File: src/rtl/brq_timer_irq.sv
// Memory-mapped machine timer (mtime/mtimecmp/msip) on the req/gnt/rvalid data bus.
// Optional prescaler enabled with `define BRQ_TIMER_PRESCALER_EN.
module brq_timer_irq #(
  parameter int                      PrescaleWidth   = 16,
  parameter logic [PrescaleWidth-1:0] PrescaleDefault = '0
) (
  input  logic        clk_i,
  input  logic        rst_ni,
  input  logic        data_req_i,
  output logic        data_gnt_o,
  input  logic        data_we_i,
  input  logic [3:0]  data_be_i,
  input  logic [31:0] data_addr_i,
  input  logic [31:0] data_wdata_i,
  output logic        data_rvalid_o,
  output logic [31:0] data_rdata_o,
  output logic        data_err_o,
  output logic        irq_timer_o,
  output logic        irq_software_o
);

  localparam logic [2:0] REG_MTIME_LO    = 3'd0;
  localparam logic [2:0] REG_MTIME_HI    = 3'd1;
  localparam logic [2:0] REG_MTIMECMP_LO = 3'd2;
  localparam logic [2:0] REG_MTIMECMP_HI = 3'd3;
  localparam logic [2:0] REG_MSIP        = 3'd4;
  localparam logic [2:0] REG_PRESCALE    = 3'd5;

  logic [63:0] mtime, mtimecmp;
  logic        msip;
  logic        tick;
  logic [2:0]  idx;
  logic        mapped, err, wr_en, rd_en;
  logic [31:0] rd_val;

  // Base decode happens in the interconnect; upper address bits are don't-care here.
  logic unused_addr;
  assign unused_addr = ^data_addr_i[31:5];

  assign data_gnt_o = data_req_i;
  assign idx        = data_addr_i[4:2];

`ifdef BRQ_TIMER_PRESCALER_EN
  logic [PrescaleWidth-1:0] prescale, tick_cnt;
  assign tick = (tick_cnt == prescale);
`else
  logic [PrescaleWidth-1:0] unused_prescale;
  assign unused_prescale = PrescaleDefault;
  assign tick = 1'b1;
`endif

  always_comb begin
    mapped = 1'b0;
    rd_val = '0;
    case (idx)
      REG_MTIME_LO:    begin mapped = 1'b1; rd_val = mtime[31:0];     end
      REG_MTIME_HI:    begin mapped = 1'b1; rd_val = mtime[63:32];    end
      REG_MTIMECMP_LO: begin mapped = 1'b1; rd_val = mtimecmp[31:0];  end
      REG_MTIMECMP_HI: begin mapped = 1'b1; rd_val = mtimecmp[63:32]; end
      REG_MSIP:        begin mapped = 1'b1; rd_val = {31'd0, msip};   end
`ifdef BRQ_TIMER_PRESCALER_EN
      REG_PRESCALE:    begin mapped = 1'b1; rd_val = 32'(prescale);   end
`endif
      default:         begin mapped = 1'b0; rd_val = '0;              end
    endcase
  end

  assign err   = (data_addr_i[1:0] != 2'b00) | ~mapped | (data_we_i & (data_be_i != 4'hF));
  assign wr_en = data_req_i & data_we_i & ~err;
  assign rd_en = data_req_i & ~data_we_i & ~err;

  always_ff @(posedge clk_i or negedge rst_ni) begin
    if (!rst_ni) begin
      data_rvalid_o  <= 1'b0;
      data_rdata_o   <= '0;
      data_err_o     <= 1'b0;
      irq_timer_o    <= 1'b0;
      irq_software_o <= 1'b0;
      mtime          <= '0;
      mtimecmp       <= '1;
      msip           <= 1'b0;
    end else begin
      data_rvalid_o  <= data_req_i;
      data_err_o     <= data_req_i & err;
      data_rdata_o   <= rd_en ? rd_val : '0;
      irq_timer_o    <= (mtime >= mtimecmp);
      irq_software_o <= msip;
      // A write to either mtime half discards that cycle's increment entirely.
      if (wr_en && idx == REG_MTIME_LO)      mtime[31:0]  <= data_wdata_i;
      else if (wr_en && idx == REG_MTIME_HI) mtime[63:32] <= data_wdata_i;
      else if (tick)                         mtime        <= mtime + 64'd1;
      if (wr_en && idx == REG_MTIMECMP_LO) mtimecmp[31:0]  <= data_wdata_i;
      if (wr_en && idx == REG_MTIMECMP_HI) mtimecmp[63:32] <= data_wdata_i;
      if (wr_en && idx == REG_MSIP)        msip            <= data_wdata_i[0];
    end
  end

`ifdef BRQ_TIMER_PRESCALER_EN
  always_ff @(posedge clk_i or negedge rst_ni) begin
    if (!rst_ni) begin
      prescale <= PrescaleDefault;
      tick_cnt <= '0;
    end else if (wr_en && idx == REG_PRESCALE) begin
      prescale <= data_wdata_i[PrescaleWidth-1:0];
      tick_cnt <= '0;
    end else if (tick) begin
      tick_cnt <= '0;
    end else begin
      tick_cnt <= tick_cnt + 1'b1;
    end
  end
`endif

endmodule

File: config.mk
export PLATFORM = sky130hd
export DESIGN_NAME = brq_timer_irq
export DESIGN_NICKNAME = d
export VERILOG_FILES = /design/src/rtl/brq_timer_irq.sv
export SDC_FILE = /design/constraint.sdc
export NUM_CORES = 1
export LEC_CHECK = 0
export BUFFER_PORTS_ARGS = -buffer_cell sky130_fd_sc_hd__buf_2
export CAP_MARGIN = 5
export CORE_MARGIN = 2
export CORE_UTILIZATION = 60
export CTS_CLUSTER_SIZE = 10
export DETAILED_ROUTE_END_ITERATION = 12
export PLACE_DENSITY = 0.83
export SYNTH_ARGS = -nofsm -noshare
export SYNTH_HDL_FRONTEND = slang
export SYNTH_SLANG_ARGS = --single-unit
File: constraint.sdc
create_clock -name clk_i -period 6.55 [get_ports clk_i]
set_input_delay 0.9825 -clock clk_i [delete_from_list [all_inputs] [get_ports clk_i]]
set_output_delay 0.9825 -clock clk_i [all_outputs]
set_load 0.02 [all_outputs]
* Word-level counts from Yosys, hierarchy flattened *
Index checks and enable logic that the tools add are counted.

storage, ports and cells
  bits in read-only memories = 0
  logic and storage cells = 43
  memories kept = 0
  output and inout port bits = 37
  RAM bits = 0
  bits in latches = 0
  flip-flop bits (word level) = 165
  input bits = 72

cells by class
  $mul = 0
  divide/modulo/power cells = 0
  $lt $le $gt $ge = 1
  equal/unequal tests = 6
  reduce and logical (&&, ||, !) cells = 8
  muxes and demuxes = 6
  add/subtract/negate cells = 1
  shift-type cells = 0
  bitwise logic cells = 11

operators by type and width
  cell                     count
  $pmux W32 S5             1
  $mux W32                 4
  $add A64 B1 Y64 const B  1
  $ge A64 B64 Y1           1
  $and A1 B1 Y1            6
  $eq A3 B2 Y1 const B     2
  $logic_and A1 B1 Y1      5
  $reduce_or A5 Y1         1
  $ne A4 B4 Y1 const B     1
  $eq A3 B1 Y1 const B     1
  $eq A3 B3 Y1 const B     1
  $logic_not A3 Y1         1
  $not A1 Y1               3
  $ne A2 B2 Y1 const B     1
  $or A1 B1 Y1             2
  $reduce_bool A2 Y1       1
  $mux W1                  1

* Longest topological paths before layout *
Gate-level depths: netlist of the first run.

  depth in word-level cells = 11
  depth in mapped cells = 10
  depth with buffers taken out = 9

* Worst setup path after synthesis of the first run *
OpenSTA, ideal clock, no wires.

  kind = input to register
  start point = input port data_addr_i[3]
  end point = register mtime[59]
  path buffers = 2
  slack = 3.836 ns
  arrival = 2.568 ns
  data required time = 6.404 ns
  cell stages on the path = 8
  setup time = 0.146 ns
  cell sequence = clkbuf_1 nor3b_1 inv_1 nor3_2 buf_2 a31oi_1 o21ai_0 o311ai_0

between the ends
  longest elaborated chain between the ends = 10
  elaborated cells between the ends (all ways) = 15
  those cells by class = eq/ne: 4; mux: 2; bitwise: 5; reduce/logical: 4

ends and longest elaborated chain
  what                                  line    text
  start, declared                       13      input logic [31:0] data_addr_i,
  $eq A3 B1 Y1 (tied with other cells)  55, 90
  $reduce_or A5 Y1 (no source line)     --
  $mux W1                               55      case (idx)
  $not A1 Y1                            68      assign err = (data_addr_i[1:0] != 2'b00) | ~mapped | (data_we_i & (data_be_i != 4'hF));
  $or A1 B1 Y1 (2 in series)            68
  $not A1 Y1                            69      assign wr_en = data_req_i & data_we_i & ~err;
  $and A1 B1 Y1                         69
  $logic_and A1 B1 Y1                   90      else if (wr_en && idx == REG_MTIME_HI) mtime[63:32] <= data_wdata_i;
  $mux W32                              90
  end signal, assigned                  90
  end signal, assigned                  91      else if (tick) mtime <= mtime + 64'd1;
  end, declared                         29      logic [63:0] mtime, mtimecmp;

Parallel ways exist; a longest one is shown, timed or not.
A chain may end at the register's enable or synchronous reset.

* Final worst setup path of the first run *
  start point = input port data_addr_i[3]
  end point = register mtime[57]

The elaborated chain is that of the path after synthesis.

==> flow_metrics.py, run 1 <==
metrics = {
    "floorplanning": {
        "rows": 46,
        "die_y_microns": 132,
        "die_w_microns": 132,
        "num_io_pins": 109,
        "core_sq_um": 15900,
        "initial_core_util": 0.614,
        "dieArea_sq_um": 17400,
    },
    "cts": {
        "post-cts-setup-buffer-count": 0,
        "clk-insertion-delay-late_ns": 0.44,
        "clockRootBuffer": "clkbuf_16",
        "cts_tree": "done",
        "clk_path_buf_depth": 2,
        "numCtsBuffers": 17,
        "clock_sinks": 165,
        "postCtsHoldBufs": 0,
        "cts.htree.levels": 4,
        "cts.clk_slew.worst_paths_ns": 0.06,
        "cts_resized": 0,
    },
    "run_status": {
        "status": "complete, no violations",
    },
    "power": {
        "pwr-share-comb": 0.098,
        "internal_power_mw": 1.71,
        "pwr-share-clk": 0.412,
        "power.switching_uw": 599,
        "leakage_nw": 5.19,
        "pwr-share-seq": 0.490,
        "swShare": 0.260,
        "power.total_mw": 2.30,
        "peakVddDrop_uv": 192,
        "power.density_nw_per_um2": 213,
    },
    "yosys": {
        "synth_top_area_frac": 0.258,
        "syn_avg_cell_area_sq_um": 8.54,
        "synth_flop_cell": "dfrtp_1",
        "synth_top_family_by_area": "compound AO/OA/AOI/OAI gates",
        "syn_inst": 1146,
        "yosysSeqAreaShare": 0.430,
        "post_synth_num_cell_types": 58,
        "syn_nets": 1283,
        "synth_top_area_cell": "dfrtp_1",
        "synth-edff-count": 0,
        "synth_xor_area_frac": 0,
        "ys_ff_latch": 165,
        "synth_adder_area_share": 0.0831,
        "synthMuxAreaShare": 0.00447,
        "synth_area_leaders": "dfrtp_1, dfstp_2, ha_1",
        "async_flop_share": 1.00,
        "synth_area_sq_um": 9790,
        "synth-compound-area-share": 0.242,
        "yosys.area_share.simple": 0.181,
        "ys_warn_count": 0,
    },
    "global_routing": {
        "grt_pass1_vias": 8504,
        "grt_max_degree": 108,
        "grt_first_pass_wirelength_mm": 43.2,
        "grt_overflow_total": 0,
        "grtUsageTotal": 0.308,
        "antenna_found_initial": 0,
    },
    "final_layout": {
        "area_growth_pct": 10.4,
        "insertedDiodeCount": 0,
        "fin_util": 0.678,
        "final_nets": 1316,
        "drive_above_1_share": 0.172,
    },
    "critical_path": {
        "critPathLaunch": "data_addr_i[3]",
        "ff2ff_path_depth": 9,
        "path_class": "input pin to register",
        "cp_slowest_cell": "nor3_2",
        "r2r-end": "irq_timer_o",
        "worst-path-max-fanout": 107,
        "required_ns": 6.87,
        "slowest_delay_ns": 0.94,
        "r2r_slack_ns": 3.68,
        "crit_arrival_ns": 3.86,
        "reg2reg_from": "mtimecmp[31]",
        "crit_end": "mtime[57]",
        "path_cells": "buf_2 > nor3_2 > buf_4 > nand2_4 > nand2_1 > nor4_1 > a221o_1",
        "startpoint_type": "input pin",
        "crit_path_end_kind": "register",
    },
    "sta": {
        "hold_ws_ns": 0.400,
        "rsz0062_at_grt": "false",
        "tightest_slew_ns": 1.17,
        "post-route-period-util": 0.541,
        "fin_worst_skew_ns": 0.00881,
        "hold_violations": 0,
        "max_freq_mhz": 282,
        "fin_crit_ns": 3.54,
        "setup_tns_ns": 0,
        "slew_headroom": 0.217,
        "setup_viol": 0,
        "fin_ws_ns": 3.01,
        "slew_violations": 0,
    },
    "drt": {
        "vias": 9067,
        "drt-wirelength-per-cell_microns": 18.5,
        "wl_mm": 26.0,
        "antenna_left": 0,
        "vias_per_cell": 6.44,
        "drc": 0,
        "dr.first_iter.drc_count": 1120,
        "drtPass1Iterations": 8,
    },
    "place": {
        "hpwlAfterDp_mm": 17.4,
        "dpl_worst_slack_ns": 2.73,
        "place.gp.congestion": 0.928,
        "io_buffers": 81,
    },
    "hold_path": {
        "whs_path_depth": 0,
        "hold_class": "register to register",
    },
    "job": {
        "drv_cap": 0,
    },
}
## final cells by class
cell class,instances,area [sq um]
flip-flops and latches,165,4210
clock inverters,4,48.8
inverters,74,278
well taps,216,270
repair buffers,88,464
clock buffers,28,497
multi-input cells,833,5040
fillers,1247,5130
## Yosys cell counts (all sizes together), types with 15 or more instances
cell type	number
a21oi	148
nand2	127
o21ai	121
dfrtp	101
nor2	79
inv	74
a22oi	65
ha	65
dfstp	64
clkbuf	59
nand3	49
nand4	34
and3	19
o22ai	18
buf	15
## worst min-delay path by stage
stage          start             end  slack (ns)
6_report        msip  irq_software_o        0.40
5_1_grt         msip  irq_software_o        0.41
4_1_cts         msip  irq_software_o        0.40
3_5_place_dp    msip  irq_software_o        0.38
3_3_place_gp    msip  irq_software_o        0.37
2_1_floorplan   msip  irq_software_o        0.37
## layer usage
| metal | global-route usage | vias up | share of wire |
|---|---|---|---|
| li1 | - | 4214 | - |
| met1 | 0.436 | 4344 | 0.43 |
| met2 | 0.478 | 453 | 0.46 |
| met3 | 0.0590 | 56 | 0.085 |
| met4 | 0.107 | 0 | 0.023 |
| met5 | 0 | - | 0 |
## placed cells by master (no fill, tap or decap), drive strengths merged, types with 12 or more instances in the layout
cell type and count:
nor2 79, o22ai 18, a31oi 12, o21ai 121, inv 74, buf 88
nand2 127, a21oi 148, nor3 14, nand3 49, dfrtp 101, nand4 34
ha 65, dfstp 64, clkbuf 28, a22oi 65, and3 19
## worst max-delay path, delay by kind of cell
family	cells	cell delay [ns]
AO/OA/AOI/OAI	1	0.26
AND/OR/NAND/NOR	4	1.95
buffers and inverters	2	0.56
## per-stage QoR
| stage | instances | instance area, sq um |
|---|---|---|
| final | 1408 | 10800 |
| after global routing | 1408 | 10800 |
| after CTS | 1408 | 10800 |
| after detailed placement | 1376 | 10300 |
| after global placement | 1376 | 10300 |
| after floorplan | 1146 | 9790 |
## flip-flops by register name, summed over array words and instances (netlist names)
register / count
mtimecmp: 64
data_rdata_o: 32
data_rvalid_o: 1
data_err_o: 1
msip: 1
mtime: 64
irq_timer_o: 1
irq_software_o: 1
## power by group through the flow
stage / sequential, mW / combinational (mW) / clock, mW
final: 1.13 / 0.226 / 0.950
after detailed placement: 1.14 / 0.223 / 0
after floorplan: 1.13 / 0.142 / 0
after global placement: 1.14 / 0.216 / 0
after CTS: 1.13 / 0.224 / 0.954
after global routing: 1.14 / 0.257 / 1.00
## cell families (layout without fill, tap and decap cells)
group | after synthesis | after routing
flops | 165 | 165
mux | 4 | 4
fa+ha+maj | 65 | 65
simple gates | 359 | 359
buf+inv | 148 | 194
compound gates | 405 | 405
Note: power is estimated with default switching activity, not from simulation.
==> run 2, diff against run 1 <==
Clock period 6.55 ns to 3.55 ns, I/O delays scaled along.
==> run 2 against run 1 <==
  * Register-to-register slack lost 3.0 ns
  * Utilization grew 1.3 points
  * Hold slack lost 0.22 ns
  * Critical path depth grew 2
  * Sequential power grew 84%
==> flow_metrics.py, run 2 (same netlist as run 1, synthesis figures left out) <==
metrics = {
    "sta": {
        "setup_viol": 0,
        "slew_headroom": 0.428,
        "max_freq_mhz": 343,
        "hold_violations": 0,
        "hold_ws_ns": 0.183,
        "post-route-period-util": 0.822,
        "rsz0062_at_grt": "false",
        "fin_worst_skew_ns": 0.0104,
        "setup_tns_ns": 0,
        "fin_crit_ns": 2.92,
        "slew_violations": 0,
        "tightest_slew_ns": 0.858,
    },
    "cts": {
        "clockRootBuffer": "clkbuf_16",
        "clk-insertion-delay-late_ns": 0.44,
        "cts.clk_slew.worst_paths_ns": 0.07,
        "cts.htree.levels": 4,
        "numCtsBuffers": 17,
        "clk_path_buf_depth": 2,
        "post-cts-setup-buffer-count": 0,
        "clock_sinks": 165,
        "cts_resized": 0,
        "postCtsHoldBufs": 0,
        "cts_tree": "done",
    },
    "drt": {
        "dr.first_iter.drc_count": 1036,
        "vias": 9169,
        "antenna_left": 0,
        "wl_mm": 27.2,
        "drt-wirelength-per-cell_microns": 19.1,
        "vias_per_cell": 6.46,
        "drtPass1Iterations": 6,
        "drc": 0,
    },
    "critical_path": {
        "path_cells": "inv_1 > ha_1 > nand4_1 > nor3_1 > nor3b_1 > o41a_1 > a31oi_1 > a21oi_1 > or4_1",
        "crit_path_end_kind": "register",
        "crit_arrival_ns": 3.28,
        "worst-path-max-fanout": 3,
        "worst-path-buf-inv": 1,
        "path_delay_family": "simple AND/OR/NAND/NOR gates",
        "required_ns": 3.91,
        "path_class": "register to register",
        "slowest_delay_ns": 0.57,
        "cp_slowest_cell": "nor3b_1",
        "startpoint_type": "register",
    },
    "place": {
        "place.gp.congestion": 0.919,
        "io_buffers": 81,
        "hpwlAfterDp_mm": 18.4,
        "placedCellCount": 1388,
    },
    "floorplanning": {
        "die_y_microns": 132,
        "core_sq_um": 15900,
        "dieArea_sq_um": 17400,
        "rows": 46,
        "num_io_pins": 109,
        "die_w_microns": 132,
        "initial_core_util": 0.614,
    },
    "power": {
        "power.total_mw": 4.52,
        "leakage_nw": 5.30,
        "power.density_nw_per_um2": 410,
        "peakVddDrop_uv": 394,
    },
    "global_routing": {
        "grt_pass1_vias": 8783,
        "antenna_found_initial": 0,
        "grt_max_degree": 94,
        "grt_overflow_total": 0,
        "grt_first_pass_wirelength_mm": 44.7,
        "grtUsageTotal": 0.322,
    },
    "final_layout": {
        "fillers": 1297,
        "most-common-layout-cells": "a21oi_1, nand2_1, o21ai_0",
        "final_nets": 1328,
        "final_common_cell": "a21oi_1",
        "layoutNonFillerInstCount": 1420,
        "reg_top3": "mtime: 64 flops, mtimecmp: 64 flops, data_rdata_o: 32 flops",
        "area_growth_pct": 12.6,
        "drive_above_1_share": 0.184,
        "insertedDiodeCount": 0,
        "fin_util": 0.691,
    },
    "run_status": {
        "status": "complete, no violations",
    },
    "job": {
        "drv_cap": 0,
    },
    "hold_path": {
        "hold_class": "input pin to async pin",
    },
}
## run 2: cell count changes in the layout (fill, tap and decap cells not counted), sizes merged
cell	delta
clkbuf	-4
clkinvlp	+3
bufinv	+3
clkinv	-2
buf	+12
## run 2: stage by stage
stage / instance area [sq um] / setup slack, ns
5_1_grt: 11000 / 0.517
6_report: 11000 / 0.633
4_1_cts: 11000 / 0.751
2_1_floorplan: 9790 / 1.17
3_5_place_dp: 10400 / 0.681
3_3_place_gp: 10400 / 0.769
## run 2: layer usage
layer	vias to the layer above	GRT usage	wire length [microns]
li1	4232	-	-
met1	4427	0.436	11400
met2	434	0.509	12700
met3	76	0.0610	2210
met4	0	0.136	801
met5	-	0	0
## run 2: layout make-up
type | count | area [sq um] | share of cell area
Multi-Input combinational cell | 833 | 5040 | 0.458
Sequential cell | 165 | 4210 | 0.382
Timing Repair Buffer | 100 | 579 | 0.0526
Clock buffer | 24 | 492 | 0.0446
Inverter | 74 | 278 | 0.0252
Tap cell | 216 | 270 | 0.0245
Clock inverter | 8 | 148 | 0.0134
## run 2: final timing paths
check,endpoint,from,slack (ns),depth (start not counted)
max in group asynchronous,mtimecmp[32],rst_ni,2.41,2
setup / recovery,irq_timer_o,mtimecmp[30],0.63,9
setup reg to reg,irq_timer_o,mtimecmp[30],0.63,9
hold / removal,data_rdata_o[31],rst_ni,0.18,1
hold reg to reg,irq_software_o,msip,0.39,0
min in group clk_i,data_rvalid_o,data_req_i,0.24,1
## run 2: power by group
part           internal (mW)  total, mW  switching [mW]
combinational          0.160      0.428           0.268
clock                   1.25       2.01           0.760
sequential              1.97       2.08           0.112
## run 2: worst register-to-register path, cell delays in order, from the launching register on
cell	delay, ns
dfstp_2	0.54
inv_1	0.05
ha_1	0.31
nand4_1	0.21
nor3_1	0.49
nor3b_1	0.57
o41a_1	0.25
a31oi_1	0.09
a21oi_1	0.18
or4_1	0.15
==> run 3, diff against run 2 <==
Settings changed: CORE_UTILIZATION 60 to 54, PLACE_DENSITY 0.83 to 0.79.
Clock period 3.55 ns to 2.4 ns, I/O delays scaled along.
==> run 3 against run 2 <==
  * The run now ends with negative setup slack left
  * Setup slack got worse by 0.72 ns
  * Global-route usage decreased by 1.8 points
  * Total power increased by 48%
  * Hold slack got worse by 0.11 ns
  * Critical path type unchanged
  * Non-clock buffer count increased by 86
  * Sequential cell count unchanged
==> flow_metrics.py, run 3 (same netlist as run 1, synthesis figures left out) <==
metrics = {
    "run_status": {
        "status": "finished, violations left",
        "violations": "negative setup slack",
    },
    "drt": {
        "antenna_left": 0,
        "drtPass1Iterations": 5,
        "wl_mm": 29.3,
        "vias_per_cell": 6.31,
        "drt-wirelength-per-cell_microns": 19.3,
        "drc": 0,
        "vias": 9578,
        "dr.first_iter.drc_count": 1095,
    },
    "cts": {
        "clockRootBuffer": "clkbuf_16",
        "cts_tree": "done",
        "clk_path_buf_depth": 2,
        "cts.clk_slew.worst_paths_ns": 0.06,
        "clk-insertion-delay-late_ns": 0.44,
        "numCtsBuffers": 17,
        "clock_sinks": 165,
        "cts.htree.levels": 4,
    },
    "critical_path": {
        "path_cells": "inv_2 > ha_1 > nand4_1 > nor2_1 > a221o_1 > a211o_1 > nor4_2 > a21oi_1 > or4_1",
        "slowest_delay_ns": 0.54,
        "crit_arrival_ns": 2.78,
        "startpoint_type": "register",
        "cp_slowest_cell": "dfstp_2",
        "worst-path-max-fanout": 2,
        "required_ns": 2.70,
        "crit_path_end_kind": "register",
        "ff2ff_path_depth": 9,
        "path_class": "register to register",
    },
    "final_layout": {
        "drive_above_1_share": 0.256,
        "final_common_cell": "a21oi_1",
        "most-common-layout-cells": "a21oi_1, nand2_1, o21ai_0",
        "insertedDiodeCount": 0,
        "fin_util": 0.662,
        "layoutNonFillerInstCount": 1519,
        "area_growth_pct": 21.0,
        "reg_top3": "mtime: 64 flops, mtimecmp: 64 flops, data_rdata_o: 32 flops",
        "final_nets": 1414,
    },
    "place": {
        "io_buffers": 81,
        "hpwlAfterDp_mm": 20.7,
        "placedCellCount": 1482,
        "dpl_worst_slack_ns": -0.300,
        "place.gp.congestion": 0.971,
    },
    "job": {
        "drv_cap": 0,
    },
    "sta": {
        "fin_crit_ns": 2.49,
        "hold_ws_ns": 0.0730,
        "setup_viol": 1,
        "post-route-period-util": 1.04,
        "slew_headroom": 0.461,
        "hold_violations": 0,
        "tightest_slew_ns": 0.808,
        "slew_violations": 0,
        "fin_ws_ns": -0.0858,
        "rsz0062_at_grt": "true",
        "fin_worst_skew_ns": 0.00973,
        "max_freq_mhz": 402,
        "setup_tns_ns": -0.0858,
    },
    "floorplanning": {
        "num_io_pins": 109,
        "die_w_microns": 139,
        "core_sq_um": 17900,
        "initial_core_util": 0.547,
        "dieArea_sq_um": 19200,
        "die_y_microns": 139,
        "rows": 49,
    },
    "hold_path": {
        "hold_class": "input pin to register",
        "whs_path_depth": 1,
    },
    "power": {
        "leakage_nw": 5.72,
        "peakVddDrop_uv": 550,
        "power.density_nw_per_um2": 567,
    },
    "global_routing": {
        "grtUsageTotal": 0.304,
        "grt_first_pass_wirelength_mm": 47.6,
        "antenna_found_initial": 0,
        "grt_max_degree": 57,
        "grt_pass1_vias": 9220,
        "grt_overflow_total": 0,
    },
}
==> run 3: repair_timing <==
item,CTS,global route
resized for setup,13,15
setup buffers,0,4
hold buffers,1,0
setup endpoints to repair,3,12
cloned,0,0
pin swaps,4,4
hold endpoints to repair,37,0
==> run 3: report_power, final <==
group | total, mW | internal, mW | switching (mW)
Combinational | 0.765 | 0.310 | 0.455
Sequential | 3.07 | 2.91 | 0.157
Clock | 2.88 | 1.75 | 1.13
Total | 6.71 | 4.97 | 1.74
==> run 3: final cells by class <==
| class | instances | area, sq um |
|---|---|---|
| clock inverter | 8 | 123 |
| sequential | 165 | 4210 |
| multi-input combinational | 833 | 5180 |
| timing repair buffer | 186 | 1280 |
| tap | 229 | 287 |
| clock buffer | 24 | 492 |
| inverter | 74 | 278 |
| fill | 1425 | 6060 |
==> run 3: routing by layer <==
layer,track usage,up-vias,wire (microns)
li1,-,4417,-
met1,0.416,4586,12400
met2,0.495,508,13900
met3,0.0587,67,2340
met4,0.0930,0,691
met5,0,-,0
==> run 3: path summary, 6_finish.rpt <==
kind                               from         endpoint  slack, ns
setup reg to reg           mtimecmp[44]      irq_timer_o      -0.09
setup / recovery           mtimecmp[44]      irq_timer_o      -0.09
max in group asynchronous        rst_ni     mtimecmp[49]       1.18
hold / removal               data_req_i    data_rvalid_o       0.07
hold reg to reg                    msip   irq_software_o       0.40
min in group asynchronous        rst_ni  data_rdata_o[3]       0.46
==> run 3: critical path: cells and delay by family (launching register included) <==
family | cells | cell delay [ns]
flip-flops | 1 | 0.54
buffers and inverters | 1 | 0.05
AO/OA/AOI/OAI | 3 | 0.72
AND/OR/NAND/NOR | 4 | 0.76
adder cells (fa/ha/maj) | 1 | 0.27
==> run 3: per-stage QoR <==
| step | total power [mW] | cell area (sq um) |
|---|---|---|
| 2_1_floorplan | 3.47 | 9790 |
| 3_3_place_gp | 3.80 | 11100 |
| 3_5_place_dp | 3.83 | 11100 |
| 4_1_cts | 6.70 | 11800 |
| 5_1_grt | 6.95 | 11800 |
| 6_report | 6.71 | 11800 |
